===== src/rtl/phy_tx_pkg.sv =====
// Shared types and helpers for the phy_TX link controller.
package phy_tx_pkg;

  localparam int unsigned SYM_W      = 8;
  localparam int unsigned MAX_DATA_W = 256;
  localparam int unsigned CNT_W      = 8;

  localparam logic [SYM_W-1:0] COM_SYM_DEF = 8'hBC;
  localparam logic [SYM_W-1:0] IDL_SYM_DEF = 8'h7C;

  typedef enum logic [1:0] {
    ST_RST,
    ST_TRAIN,
    ST_IDLE,
    ST_DATA
  } state_t;

  // Replicate one symbol across the widest supported word; callers slice to DATA_W.
  function automatic logic [MAX_DATA_W-1:0] rep_byte(input logic [SYM_W-1:0] b);
    logic [MAX_DATA_W-1:0] r;
    r = '0;
    for (int i = 0; i < int'(MAX_DATA_W / SYM_W); i++) begin
      r[i*SYM_W +: SYM_W] = b;
    end
    return r;
  endfunction

endpackage


===== src/rtl/phy_tx_rr_arb2.sv =====
// Two-requester round-robin arbiter: a tie goes to the requester that did not win last.
module phy_tx_rr_arb2 (
  input  logic [1:0] req,
  input  logic       last_gnt,
  output logic       gnt_valid,
  output logic       gnt_id
);

  always_comb begin
    gnt_valid = |req;
    gnt_id    = 1'b0;
    case (req)
      2'b01:   gnt_id = 1'b0;
      2'b10:   gnt_id = 1'b1;
      2'b11:   gnt_id = ~last_gnt;
      default: gnt_id = 1'b0;
    endcase
  end

endmodule


===== src/rtl/phy_tx_ctrl.sv =====
// Link training sequencer and two-source burst arbiter feeding the phy_TX serializer.
// Optional link retraining on request is enabled with `define PHY_TX_RETRAIN_EN.
module phy_tx_ctrl
  import phy_tx_pkg::*;
#(
  parameter int unsigned      DATA_W      = 32,
  parameter int unsigned      TRAIN_WORDS = 4,
  parameter int unsigned      MAX_BURST   = 4,
  parameter logic [SYM_W-1:0] COM_SYM     = COM_SYM_DEF,
  parameter logic [SYM_W-1:0] IDL_SYM     = IDL_SYM_DEF
) (
  input  logic              clk_f,
  input  logic              reset,
  input  logic              src0_valid,
  input  logic [DATA_W-1:0] src0_data,
  output logic              src0_ready,
  input  logic              src1_valid,
  input  logic [DATA_W-1:0] src1_data,
  output logic              src1_ready,
`ifdef PHY_TX_RETRAIN_EN
  input  logic              retrain_req,
`endif
  output logic              tx_active,
  output logic              tx_valid,
  output logic [DATA_W-1:0] tx_data,
  output logic              link_up,
  output logic              grant_id
);

  localparam logic [MAX_DATA_W-1:0] COM_FULL = rep_byte(COM_SYM);
  localparam logic [MAX_DATA_W-1:0] IDL_FULL = rep_byte(IDL_SYM);
  localparam logic [DATA_W-1:0]     COM_WORD = COM_FULL[DATA_W-1:0];
  localparam logic [DATA_W-1:0]     IDL_WORD = IDL_FULL[DATA_W-1:0];
  localparam logic [CNT_W-1:0]      TRAIN_LAST = CNT_W'(TRAIN_WORDS - 1);
  localparam logic [CNT_W-1:0]      BURST_LAST = CNT_W'(MAX_BURST - 1);

  state_t             state, state_d;
  logic [CNT_W-1:0]   train_cnt, train_cnt_d;
  logic [CNT_W-1:0]   burst_cnt, burst_cnt_d;
  logic               owner, owner_d;
  logic               last_gnt, last_gnt_d;
  logic               grant_d, link_d, valid_d;
  logic [DATA_W-1:0]  data_d;
  logic               gnt_valid, gnt_id;
  logic               owner_valid;
  logic [DATA_W-1:0]  owner_data;
  logic               retrain_now;

  phy_tx_rr_arb2 u_arb (
    .req       ({src1_valid, src0_valid}),
    .last_gnt  (last_gnt),
    .gnt_valid (gnt_valid),
    .gnt_id    (gnt_id)
  );

  assign src0_ready  = (state == ST_DATA) && (owner == 1'b0);
  assign src1_ready  = (state == ST_DATA) && (owner == 1'b1);
  assign owner_valid = owner ? src1_valid : src0_valid;
  assign owner_data  = owner ? src1_data  : src0_data;

`ifdef PHY_TX_RETRAIN_EN
  logic pending, pending_d;

  // A request seen during training is dropped; otherwise it is held until TRAIN entry.
  assign retrain_now = pending | (retrain_req && (state != ST_TRAIN));
  assign pending_d   = retrain_now && (state_d != ST_TRAIN);

  always_ff @(posedge clk_f) begin
    if (!reset) pending <= 1'b0;
    else        pending <= pending_d;
  end
`else
  assign retrain_now = 1'b0;
`endif

  // Next-state, counters and the registered tx word.
  always_comb begin
    state_d     = state;
    train_cnt_d = train_cnt;
    burst_cnt_d = burst_cnt;
    owner_d     = owner;
    last_gnt_d  = last_gnt;
    grant_d     = grant_id;
    link_d      = link_up;
    valid_d     = 1'b0;
    data_d      = IDL_WORD;

    case (state)
      ST_RST: begin
        state_d     = ST_TRAIN;
        train_cnt_d = '0;
      end
      ST_TRAIN: begin
        if (train_cnt == TRAIN_LAST) begin
          state_d = ST_IDLE;
          link_d  = 1'b1;
        end else begin
          train_cnt_d = train_cnt + 1'b1;
        end
      end
      ST_IDLE: begin
        if (retrain_now) begin
          state_d     = ST_TRAIN;
          train_cnt_d = '0;
          link_d      = 1'b0;
        end else if (gnt_valid) begin
          state_d     = ST_DATA;
          owner_d     = gnt_id;
          grant_d     = gnt_id;
          burst_cnt_d = '0;
        end
      end
      ST_DATA: begin
        if (owner_valid) begin
          valid_d     = 1'b1;
          burst_cnt_d = burst_cnt + 1'b1;
          if (burst_cnt == BURST_LAST) begin
            state_d    = ST_IDLE;
            last_gnt_d = owner;
          end
        end else begin
          state_d = ST_IDLE;
          if (burst_cnt != '0) last_gnt_d = owner;
        end
      end
      default: state_d = ST_RST;
    endcase

    if (valid_d)                    data_d = owner_data;
    else if (state_d == ST_TRAIN)   data_d = COM_WORD;
  end

  always_ff @(posedge clk_f) begin
    if (!reset) begin
      state     <= ST_RST;
      train_cnt <= '0;
      burst_cnt <= '0;
      owner     <= 1'b0;
      last_gnt  <= 1'b1;
      grant_id  <= 1'b0;
      link_up   <= 1'b0;
      tx_active <= 1'b0;
      tx_valid  <= 1'b0;
      tx_data   <= '0;
    end else begin
      state     <= state_d;
      train_cnt <= train_cnt_d;
      burst_cnt <= burst_cnt_d;
      owner     <= owner_d;
      last_gnt  <= last_gnt_d;
      grant_id  <= grant_d;
      link_up   <= link_d;
      tx_active <= 1'b1;
      tx_valid  <= valid_d;
      tx_data   <= data_d;
    end
  end

endmodule

===== config.mk =====
export PLATFORM = sky130hd
export DESIGN_NAME = phy_tx_ctrl
export DESIGN_NICKNAME = d
export VERILOG_FILES = /design/src/rtl/phy_tx_pkg.sv /design/src/rtl/phy_tx_rr_arb2.sv /design/src/rtl/phy_tx_ctrl.sv
export SDC_FILE = /design/constraint.sdc
export NUM_CORES = 1
export LEC_CHECK = 0
export BUFFER_PORTS_ARGS = -buffer_cell sky130_fd_sc_hd__buf_2
export CAP_MARGIN = 20
export CELL_PAD_IN_SITES_DETAIL_PLACEMENT = 2
export CELL_PAD_IN_SITES_GLOBAL_PLACEMENT = 2
export CORE_MARGIN = 3
export CORE_UTILIZATION = 28
export DETAILED_ROUTE_END_ITERATION = 12
export MAX_ROUTING_LAYER = met4
export PLACE_DENSITY_LB_ADDON = 0.1
export SYNTH_ARGS = -nofsm -noshare
export SYNTH_HDL_FRONTEND = slang
export SYNTH_SLANG_ARGS = --single-unit

===== constraint.sdc =====
create_clock -name clk_f -period 4 [get_ports clk_f]
set_clock_uncertainty 0.05 [all_clocks]
set_input_delay 0.8 -clock clk_f [delete_from_list [all_inputs] [get_ports clk_f]]
set_output_delay 0.8 -clock clk_f [all_outputs]
set_load 0.1 [all_outputs]

Yosys cells after proc, flatten, opt, wreduce, memory -nomap -nowiden
Index checks and enable logic that the tools add are counted.
{ "totals": {"out_inout_bits": 38, "regBits": 55, "word_cells": 59, "input_bits": 68} }
{ "classes": {"mux": 21, "bitwise": 2, "n_eq_ne": 12, "n_reduce_logical": 13, "add_sub_neg": 2} }
{ "op_table": {"columns": ["op", "n"], "rows": [
  ["$mux W32", 3],
  ["$pmux W8 S2", 2],
  ["$mux W8", 3],
  ["$add A8 B1 Y8 const B", 2],
  ["$eq A8 B2 Y1 const B", 2],
  ["$eq A2 B2 Y1 const B", 4],
  ["$mux W2", 4],
  ["$pmux W2 S4", 1],
  ["$reduce_bool A8 Y1", 1],
  ["$mux W1", 7],
  ["$ne A2 B2 Y1 const B", 3],
  ["$reduce_and A2 Y1", 3],
  ["$reduce_and A3 Y1", 2],
  ["$reduce_bool A2 Y1", 3],
  ["$eq A2 B1 Y1 const B", 2],
  ["$logic_and A1 B1 Y1", 2],
  ["$logic_not A2 Y1", 1],
  ["$ne A2 B1 Y1 const B", 1],
  ["$not A1 Y1", 2],
  ["$pmux W1 S2", 1],
  ["$reduce_or A2 Y1", 1]
]} }

Logic depth before layout (Yosys ltp)
{ "logic_depth": {"word_depth": 7, "mapped_depth": 6, "depth_no_buf": 6} }

Cells and area by module
Synthesis repeated with hierarchy kept, for this count alone.
{ "hier_totals": {"cells_unflattened": 231, "hier_area_um2": 2302.2} }
{ "by_module_without_submodules": {"columns": ["module", "n_inst", "area_per_inst_um2", "cells_each", "seq_area_each_um2"], "rows": [
  ["phy_tx_ctrl", 1, 2288.4, 229, 1101.1],
  ["phy_tx_rr_arb2", 1, 13.8, 2, 0.0]
]} }

Least setup slack after synthesis
No wires, ideal clock.
{ "synth_path": {"path_type": "register to output", "start": "register owner", "end": "output src1_ready", "stages_incl_launch_ff": 4, "required_ns": 3.150, "t_arrival_ns": 2.588, "setup_slack_ns": 0.562, "n_path_buf": 2, "path_cell_list": "dfxtp_1 -> buf_2 -> buf_1 -> and3_1"} }
{ "synth_between": {"elab_chain_cells": 1} }
{ "synth_rtl": {"columns": ["item", "line", "text"], "rows": [
  ["start, declared", "phy_tx_ctrl.sv:40", "logic owner, owner_d;"],
  ["start signal, assigned", "phy_tx_ctrl.sv:149", "owner <= owner_d;"],
  ["$logic_and A1 B1 Y1", "phy_tx_ctrl.sv:57", "assign src1_ready = (state == ST_DATA) && (owner == 1'b1);"],
  ["end, declared", "phy_tx_ctrl.sv:19", "output logic src1_ready,"]
]} }
Every way passes these cells.

Worst setup path after layout
Same ends and word-level chain as after synthesis.

==> summary.md <==
| Metric | Value |
|---|---|
| Fmax achieved | `384 MHz` |
| Startpoint type of the worst setup path | `flip-flop` |
| Vias | `2174` |
| Nets | `414` |
| Deepest clock path buffer count | `2` |
| Placed instance area | `0.00293 sq mm` |
| Htree depth | `2` |
| Die Ht | `96.9 um` |
| Crit path required time | `3150 ps` |
| Mapped Cells | `239` |
| Critical Path Fanout Max | `23` |
| Worst setup margin | `1400 ps` |
| # DRC | `0` |
| Cell variety after synth | `44` |
| Worst-Margin Slew | `739 ps` |
| Final ANT Viol Nets | `0` |
| Hold Buf Count CTS | `0` |
| DR pass1 iterations | `4` |
| Routed WL | `7.00 mm` |
| Post-CTS Setup Bufs | `0` |
| CTS tree | `built` |
| RSZ-0062 raised after global routing | `no` |
| CP peak stage delay | `750 ps` |
| Fillers | `904` |
| Number of synthesized register bits | `55` |
| Pwr Total | `1.08 mW` |
| Multi-input gate area | `0.00113 sq mm` |
| Skew-Pair Late Insertion Delay | `310 ps` |
| CTS resizes | `0` |
| Hold_ws | `443 ps` |
| Fraction of layout cells with a size suffix above 1 | `35.8%` |
| Clock root buffer | `clkbuf_8` |
| Initial antenna violation count | `0` |
| Largest net degree at the start of global routing | `29` |
| Period utilisation layout | `65.1%` |
| Final core occ | `38.5%` |
| Hold Crit Class | `flip-flop to flip-flop` |
| Leak Pwr | `1.32 nW` |
| Max capacitance violation total | `0` |
| GRT Overall Usage | `15.7%` |
| Wire per inst | `15.7 um` |
| Post-layout min period | `2600 ps` |
| Crit path buf inv count | `1` |
| Synth async-reset ratio | `0%` |
| DR vias/cell | `4.87` |
| Crit path max-delay family | `flip-flops` |
| Post-Syn Area | `0.00231 sq mm` |
| Remaining global-route overflow | `0` |
| Sequential fraction of the synthesis area | `47.6%` |
| Finished Layout Cells | `446` |
| Final Hold Viols | `0` |
| Clock-pin slew on the worst setup and hold paths | `100 ps` |
| Crit path max-delay cell type | `dfxtp_2` |
| PD cells | `354 mW/mm^2` |
| Starting density of the core | `29.3%` |
| Clock sink count | `55` |
| I/O pin total | `106` |
| Main synth FF type | `dfxtp_1` |
| Die ar. | `0.00938 sq mm` |
| Critical-path cell list | `and3_1 -> buf_2` |
| Synth warn | `0` |
| Status | `finished clean` |
| P&R area growth vs syn | `31.5%` |
| # setup viols final | `0` |
| Design area | `0.00304 sq mm` |
| Core box area | `0.00789 sq mm` |
| Port Buf Inserts | `105` |
| Syn_nets | `310` |
| First-pass GRT wire length | `11.7 mm` |
| CTS Buf Count | `5` |
| Setup_tns | `0 ps` |
| Chip width | `96.9 um` |
| Syn Area/Cell | `9.67 sq um` |
| Worst vdd ir | `0.172 mV` |
| Sequential cell area | `0.00110 sq mm` |
| Area leader, netlist | `dfxtp_1` |
| Placement Setup Slack | `1200 ps` |
| Crit Path Class | `flip-flop to output pin` |
| Number of global-route vias before repair | `2381` |
| Relative slew slack | `50.7%` |
| # rows | `32` |
| Placed Cells incl. Taps | `437` |
| Top cell type's share of synthesized area | `47.6%` |
| EDFF count, synth | `0` |
| Gp weighted congestion | `0.713` |
| Critical Path AT | `1750 ps` |
| Largest cells by area after synthesis | `dfxtp_1 48%, mux2i_1 16%, a21oi_1 6.9%` |
| Slew Viols, Final | `0` |
| DPL Wire Length | `5.59 mm` |
| N_diodes | `0` |
| DR iter-0 viols | `28` |
| CP Capture Type | `output pin` |
-- report_power, final --
group	switching (mW)	internal, mW	total [mW]
combinational	0.135	0.0482	0.183
clock	0.196	0.127	0.323
sequential	0.00799	0.563	0.571
-- worst register-to-register path, stage by stage (launching register included) --
cell	delay (ps)
dfxtp_2	750
mux2i_1	280
a2bb2oi_2	240
or4_1	530
a21boi_1	150
-- placed cells by master (no fill, tap or decap), types with 3 or more instances in the layout --
master    Yosys  final
nor2_1       17     17
nand2b_1      3      3
inv_1         9      9
o21a_1        3      3
nor3_1        4      4
buf_2         3    105
nand3_1      10     10
nand2_1      11     11
ha_1          3      3
o21ai_0       3      3
clkbuf_8      0      5
dfxtp_1      55     54
and3_1        4      4
mux2i_1      36     36
nand4_1       3      3
a21oi_1      32     32
a211oi_1      3      3
-- path summary, 6_finish.rpt --
path                      from           end  slack, ps  depth (start not counted)
hold reg to reg   burst_cnt[7]  burst_cnt[7]        440                          2
setup / recovery         owner    src1_ready       1400                          2
hold / removal    burst_cnt[7]  burst_cnt[7]        440                          2
setup reg to reg         owner  burst_cnt[7]       1940                          4
-- cells by family after synthesis --
family	share of synthesized area, %
buffers and inverters	3.41
AO/OA/AOI/OAI	14.9
multiplexers	16.1
XOR/XNOR	0.758
adder cells (fa/ha/maj)	1.62
AND/OR/NAND/NOR	15.6
flip-flops	47.6
-- area by class of cell --
cell class	count	share of cell area [%]
tap	102	4.20
timing repair buffer	107	18.0
sequential	55	36.3
clock buffer	5	2.26
inverter	10	1.23
multi-input combinational	164	37.2
clock inverter	3	0.782
-- sequential cells by signal, summed over array words and instances, names as in the netlist --
| name | count |
|---|---|
| owner | 1 |
| tx_valid | 1 |
| burst_cnt | 8 |
| link_up | 1 |
| tx_data | 32 |
| train_cnt | 8 |
| last_gnt | 1 |
| state | 2 |
| tx_active | 1 |
-- Yosys cell counts, types with 4 or more instances --
cell type,number
mux2i_1,36
nor2_1,17
nor3_1,4
dfxtp_1,55
nand3_1,10
inv_1,9
clkbuf_1,6
nand2_1,11
a21oi_1,32
and3_1,4
-- per-layer routing --
layer	wire, um	part of all wire, %	global-route usage [%]	vias up
met1	2950	42	17.1	1043
met4	149	2.1	4.97	0
met5	0	0	-	-
li1	-	-	-	1063
met3	317	4.5	3.97	10
met2	3580	51	27.9	58
No activity file was read; power rests on OpenSTA's default activity.
